===== src/rtl/alarm_pkg.sv =====
// alarm_pkg: shared widths, ring state encoding and wrap-around step helpers
package alarm_pkg;
  localparam int HOUR_W = 5;
  localparam int MIN_W = 6;
  typedef enum logic [1:0] {IDLE, RINGING, SNOOZED} state_e;
  function automatic logic [MIN_W-1:0] wrap_inc(input logic [MIN_W-1:0] v, input logic [MIN_W-1:0] max);
    return v == max ? '0 : v + MIN_W'(1);
  endfunction
  function automatic logic [MIN_W-1:0] wrap_dec(input logic [MIN_W-1:0] v, input logic [MIN_W-1:0] max);
    return v == '0 ? max : v - MIN_W'(1);
  endfunction
endpackage


===== src/rtl/alarm_slot.sv =====
// alarm_slot: one editable, armable HH:MM alarm with its match compare
module alarm_slot
  import alarm_pkg::*;
#(
  parameter int HOUR_MAX = 23,
  parameter int MIN_MAX  = 59
) (
  input  logic              sys_clk,
  input  logic              rst_n,
  input  logic              sel,
  input  logic              inc_hours,
  input  logic              inc_minutes,
  input  logic              dec_mode,
  input  logic              toggle_arm,
  input  logic [HOUR_W-1:0] cur_hours,
  input  logic [MIN_W-1:0]  cur_minutes,
  output logic [HOUR_W-1:0] hours,
  output logic [MIN_W-1:0]  minutes,
  output logic              armed,
  output logic              armed_nxt,
  output logic              match
);
  logic [HOUR_W-1:0] hours_q, hours_d;
  logic [MIN_W-1:0]  minutes_q, minutes_d, h_step, m_step;
  logic              armed_q, armed_d;
  always_comb begin
    h_step    = dec_mode ? wrap_dec(MIN_W'(hours_q), MIN_W'(HOUR_MAX)) : wrap_inc(MIN_W'(hours_q), MIN_W'(HOUR_MAX));
    m_step    = dec_mode ? wrap_dec(minutes_q, MIN_W'(MIN_MAX)) : wrap_inc(minutes_q, MIN_W'(MIN_MAX));
    hours_d   = sel && inc_hours ? HOUR_W'(h_step) : hours_q;
    minutes_d = sel && inc_minutes ? m_step : minutes_q;
    armed_d   = armed_q ^ (sel && toggle_arm);
  end
  always_ff @(posedge sys_clk) begin
    if (!rst_n) begin
      hours_q   <= '0;
      minutes_q <= '0;
      armed_q   <= 1'b0;
    end else begin
      hours_q   <= hours_d;
      minutes_q <= minutes_d;
      armed_q   <= armed_d;
    end
  end
  assign hours     = hours_q;
  assign minutes   = minutes_q;
  assign armed     = armed_q;
  assign armed_nxt = armed_d;
  assign match     = armed_q && hours_q == cur_hours && minutes_q == cur_minutes;
endmodule


===== src/rtl/alarm_bank.sv =====
// alarm_bank: multi-slot alarm registers with ring / snooze / timeout control
module alarm_bank
  import alarm_pkg::*;
#(
  parameter int NUM_ALARMS       = 4,
  parameter int HOUR_MAX         = 23,
  parameter int MIN_MAX          = 59,
  parameter int SNOOZE_MIN       = 5,
  parameter int RING_TIMEOUT_MIN = 10,
  localparam int SEL_W = NUM_ALARMS > 1 ? $clog2(NUM_ALARMS) : 1
) (
  input  logic                  sys_clk,
  input  logic                  rst_n,
  input  logic [SEL_W-1:0]      alarm_sel,
  input  logic                  inc_alarm_hours_en,
  input  logic                  inc_alarm_minutes_en,
  input  logic                  dec_mode,
  input  logic                  toggle_arm,
  input  logic [HOUR_W-1:0]     cur_hours,
  input  logic [MIN_W-1:0]      cur_minutes,
  input  logic                  min_tick,
  input  logic                  snooze,
  input  logic                  stop,
  output logic [HOUR_W-1:0]     alarm_hours,
  output logic [MIN_W-1:0]      alarm_minutes,
  output logic [NUM_ALARMS-1:0] alarm_armed,
  output logic                  ringing,
  output logic [SEL_W-1:0]      ring_id
);
  localparam int TW = $clog2(RING_TIMEOUT_MIN + 1);
  localparam int SW = $clog2(SNOOZE_MIN + 1);
  localparam logic [SEL_W:0] N_SLOTS = (SEL_W + 1)'(NUM_ALARMS);
  logic [HOUR_W-1:0]     hrs [NUM_ALARMS];
  logic [MIN_W-1:0]      mins [NUM_ALARMS];
  logic [NUM_ALARMS-1:0] armed_nxt, match, slot_sel;
  logic                  sel_ok, disarm;
  logic [SEL_W-1:0]      hit, ring_id_q, ring_id_d;
  logic [TW-1:0]         to_q, to_d;
  logic [SW-1:0]         sn_q, sn_d;
  state_e                state_q, state_d;
  assign sel_ok = {1'b0, alarm_sel} < N_SLOTS;
  for (genvar g = 0; g < NUM_ALARMS; g++) begin : g_slot
    assign slot_sel[g] = sel_ok && alarm_sel == SEL_W'(g);
    alarm_slot #(.HOUR_MAX(HOUR_MAX), .MIN_MAX(MIN_MAX)) u_slot (
      .sys_clk     (sys_clk),
      .rst_n       (rst_n),
      .sel         (slot_sel[g]),
      .inc_hours   (inc_alarm_hours_en),
      .inc_minutes (inc_alarm_minutes_en),
      .dec_mode    (dec_mode),
      .toggle_arm  (toggle_arm),
      .cur_hours   (cur_hours),
      .cur_minutes (cur_minutes),
      .hours       (hrs[g]),
      .minutes     (mins[g]),
      .armed       (alarm_armed[g]),
      .armed_nxt   (armed_nxt[g]),
      .match       (match[g])
    );
  end
  assign alarm_hours   = sel_ok ? hrs[alarm_sel] : '0;
  assign alarm_minutes = sel_ok ? mins[alarm_sel] : '0;
  always_comb begin
    hit = '0;
    for (int i = NUM_ALARMS - 1; i >= 0; i--) if (match[i]) hit = SEL_W'(i);
  end
  // Disarm looks at the next armed value so the ring drops one cycle after the toggle pulse
  assign disarm = !armed_nxt[ring_id_q];
  always_ff @(posedge sys_clk) begin
    if (!rst_n) begin
      state_q   <= IDLE;
      ring_id_q <= '0;
      to_q      <= '0;
      sn_q      <= '0;
    end else begin
      state_q   <= state_d;
      ring_id_q <= ring_id_d;
      to_q      <= to_d;
      sn_q      <= sn_d;
    end
  end
  always_comb begin
    state_d   = state_q;
    ring_id_d = ring_id_q;
    to_d      = to_q;
    sn_d      = sn_q;
    case (state_q)
      IDLE: if (!stop && min_tick && |match) begin
        state_d   = RINGING;
        ring_id_d = hit;
        to_d      = '0;
      end
      RINGING: if (stop || disarm) state_d = IDLE;
      else if (snooze) begin
        state_d = SNOOZED;
        sn_d    = SW'(SNOOZE_MIN);
      end else if (min_tick) begin
        to_d    = to_q + TW'(1);
        state_d = to_d == TW'(RING_TIMEOUT_MIN) ? IDLE : RINGING;
      end
      SNOOZED: if (stop || disarm) state_d = IDLE;
      else if (min_tick) begin
        sn_d    = sn_q - SW'(1);
        state_d = sn_q == SW'(1) ? RINGING : SNOOZED;
        to_d    = sn_q == SW'(1) ? '0 : to_q;
      end
      default: state_d = IDLE;
    endcase
  end
  always_comb begin
    ringing = state_q == RINGING;
    ring_id = ring_id_q;
  end
endmodule


===== config.mk =====
export PLATFORM = sky130hd
export DESIGN_NAME = alarm_bank
export DESIGN_NICKNAME = d
export VERILOG_FILES = /design/src/rtl/alarm_pkg.sv /design/src/rtl/alarm_slot.sv /design/src/rtl/alarm_bank.sv
export SDC_FILE = /design/constraint.sdc
export NUM_CORES = 1
export LEC_CHECK = 0
export BUFFER_PORTS_ARGS = -buffer_cell sky130_fd_sc_hd__buf_2
export CORE_MARGIN = 2
export CORE_UTILIZATION = 50
export DETAILED_ROUTE_END_ITERATION = 7
export GPL_TIMING_DRIVEN = 1
export PLACE_DENSITY_LB_ADDON = 0.3
export SYNTH_ARGS = -nofsm -noshare
export SYNTH_HDL_FRONTEND = slang
export SYNTH_HIERARCHICAL = 1
export SYNTH_SLANG_ARGS = --single-unit

===== constraint.sdc =====
create_clock -name sys_clk -period 6.6 [get_ports sys_clk]
set_input_delay 0.33 -clock sys_clk [delete_from_list [all_inputs] [get_ports sys_clk]]
set_output_delay 0.33 -clock sys_clk [all_outputs]
set_load 0.02 [all_outputs]

==> impl_metrics.csv <==
group,metric,value,unit
status,status,"finished clean",
synth,synthFlopType,"dfxtp_1",
placed_design,dp_hpwl,10500,um
synth,synth_edf_count,0,
clock_tree,clockBufferDepth,2,
global_route,grt_pass1_wl,24100,um
clock_tree,cts_tree,"done",
floorplan,dieArea,11500,um^2
drt,drt-initial-drc-count,464,
synth,synth.distinct_cells,57,
synth,syn_inst,669,
worst_setup_path,timing_worst_setup_path_type,"reg -> reg",
timing,finalSetupViolCount,0,
synth,ys_ff_latch,59,
drt,drc_errors,0,
layout,finalCoreUtilization,0.546,
timing,setup_tns,0,ns
clock_tree,cts-htree-levels,3,
global_route,grt-ovfl-total,0,
floorplan,die_h,107,um
worst_setup_path,critical_path.max_stage_delay,0.69,ns
global_route,antenna_found_initial,0,
drt,final_antenna_net_count,0,
placed_design,placed_area,5460,um^2
timing,period_needed,2.63,ns
floorplan,dieWidth,107,um
floorplan,rows,37,
clock_tree,cts_hold_buf,0,
timing,whs,0.340,ns
worst_setup_path,crit_fanout,15,
min_path,hold_class,"in -> reg",
timing,rsz0062_at_grt,"false",
drt,via_count,5179,
synth,synth.avg_cell_area,7.99,um^2
clock_tree,root_buffer,"clkbuf_8",
worst_setup_path,cp_data_required_time,6.88,ns
worst_setup_path,worstSetupStartpointType,"flop",
layout,final_cells,812,
floorplan,core-area,10400,um^2
timing,period_share,0.398,
clock_tree,cts.clk_slew.worst_paths,0.08,ns
global_route,grt_pass1_vias,4886,
placed_design,dp.cells,796,
timing,tightest_slew,0.707,ns
drt,drt_wl_total,14600,um
global_route,grt_usage,0.259,
worst_setup_path,rrSetupSlack,3.97,ns
power_and_ir_drop,power_leakage,1.95,nW
worst_setup_path,slowest_stage,"dfxtp_1",
layout,syn2layout_area_growth,5.88,%
timing,finClkSkew,0.0152,ns
synth,synth.net_count,715,
layout,nNetsFinal,717,
placed_design,gp_congestion,0.954,
floorplan,initial_core_util,0.515,
job,drv_cap,0,
layout,layout_common_cells,"nand2_1 (63), dfxtp_1 (59), xnor2_1 (56)",
drt,firstDrtPassIters,5,
timing,slew_headroom,0.529,
timing,drv_slew,0,
worst_setup_path,crit_family,"simple AND/OR/NAND/NOR gates",
clock_tree,cts_resized,0,
drt,viasPerCell,6.38,
clock_tree,clk_latency,0.35,ns
power_and_ir_drop,vdd_ir_drop_max,0.0955,mV
clock_tree,numCtsBuffers,9,
worst_setup_path,arrival,2.91,ns
layout,final_cell_area,5660,um^2
synth,syn_area,5350,um^2
drt,wire_per_inst,18.0,um
worst_setup_path,cp_common_cell,"or4_1",
placed_design,portBuffers,39,
synth,yosysWarnings,6,
worst_setup_path,crit_chain,"xnor2_1, nand4_1, nor3_1, or4_1, a211o_2, o211ai_4, or4_1, o22ai_1",
timing,max_freq,0.381,GHz
clock_tree,cts_sinks,59,
power_and_ir_drop,powerDensity,174,nW/um^2
synth,ys_async_sr_fraction,0,
layout,drive_gt1_frac,0.139,
global_route,grt_max_degree,60,
layout,diodes,0,
worst_setup_path,cp-end-kind,"flop",
floorplan,boundaryPins,40,
clock_tree,cts_setup_buffers,0,
timing,final-hold-violation-count,0,
layout,layout_commonest_cell,"nand2_1",
worst_setup_path,path_buf_inv,0,
synth,synth-seq-area-share,0.221,
[power by group]
group          switching, W  internal, W
combinational      0.000121     0.000100
sequential        0.0000473     0.000372
clock              0.000168     0.000176
total              0.000336     0.000648
[Yosys cell counts (5+ instances only)]
cell	count	share of area
inv_1	33	0.023
nand2b_1	5	0.0059
o2111ai_1	8	0.013
buf_6	5	0.011
a31oi_1	9	0.011
mux4_2	12	0.051
buf_2	26	0.024
a31o_2	8	0.013
a311oi_1	8	0.013
a32oi_1	9	0.015
o21bai_1	5	0.0070
nor4bb_1	5	0.0094
ha_1	24	0.056
clkbuf_1	10	0.0070
o22ai_1	10	0.012
nand4b_1	9	0.015
nor3_1	18	0.017
nand3_1	26	0.024
a211oi_1	10	0.014
nor3b_1	13	0.018
a21oi_1	54	0.051
o41ai_1	8	0.013
o21ai_0	18	0.017
dfxtp_1	59	0.22
nor2_1	31	0.022
and2_1	18	0.021
and3b_1	5	0.0082
xnor2_1	56	0.092
nand2_1	63	0.044
nand4_1	17	0.020
o31ai_1	8	0.011
nor2b_1	16	0.019
o211ai_1	5	0.0070
nor4b_2	8	0.022
[worst reg2reg max path, stage by stage (launching register included)]
cell and delay, ns:
dfxtp_1 0.69, xnor2_1 0.19, nand4_1 0.12, nor3_1 0.40
or4_1 0.25, a211o_2 0.19, o211ai_4 0.09, or4_1 0.50
o22ai_1 0.15
[final timing paths]
kind | from | to | depth (start not counted)
worst max-delay path | g_slot[0].u_slot/minutes[2] | to_q[3] | 8
worst max register to register | g_slot[0].u_slot/minutes[2] | to_q[3] | 8
worst min-delay path | snooze | state_q[0] | 4
worst min register to register | sn_q[1] | sn_q[1] | 2
[layer usage]
layer,up-vias,GRT usage,part of all wire
met5,-,0,0
met4,0,0.0980,0.028
met3,35,0.0557,0.065
met2,208,0.425,0.47
met1,2454,0.333,0.43
li1,2482,-,-
[layout make-up]
class	instances	area, um^2
Fill cell	963	4710
Multi-Input combinational cell	526	3770
Sequential cell	59	1180
Timing Repair Buffer	41	210
Tap cell	136	170
Inverter	34	128
Clock buffer	9	124
Clock inverter	7	76.3
[kinds of logic (layout without fill, tap and decap cells)]
logic type | after synthesis | count (layout) | share of synthesized area
buffers and inverters | 84 | 91 | 0.0737
multiplexers | 13 | 13 | 0.0524
flip-flops | 59 | 59 | 0.221
XOR/XNOR | 60 | 60 | 0.0983
AO/OA/AOI/OAI | 171 | 171 | 0.218
AND/OR/NAND/NOR | 258 | 258 | 0.280
adder cells (fa/ha/maj) | 24 | 24 | 0.0562
[registers in the layout, indices dropped and copies added (netlist names)]
| signal | flops |
|---|---|
| g_slot.u_slot/armed | 4 |
| g_slot.u_slot/hours | 20 |
| g_slot.u_slot/minutes | 24 |
| ring_id | 2 |
| sn_q | 3 |
| state_q | 2 |
| to_q | 4 |
[through the flow]
step	total power [W]	setup slack (ns)
after floorplan	0.000586	3.92
after global placement	0.000637	4.08
after detailed placement	0.000645	4.01
after CTS	0.000988	4.05
after global routing	0.00104	3.78
final	0.000984	3.97
Note: power is estimated with default switching activity, not from simulation.
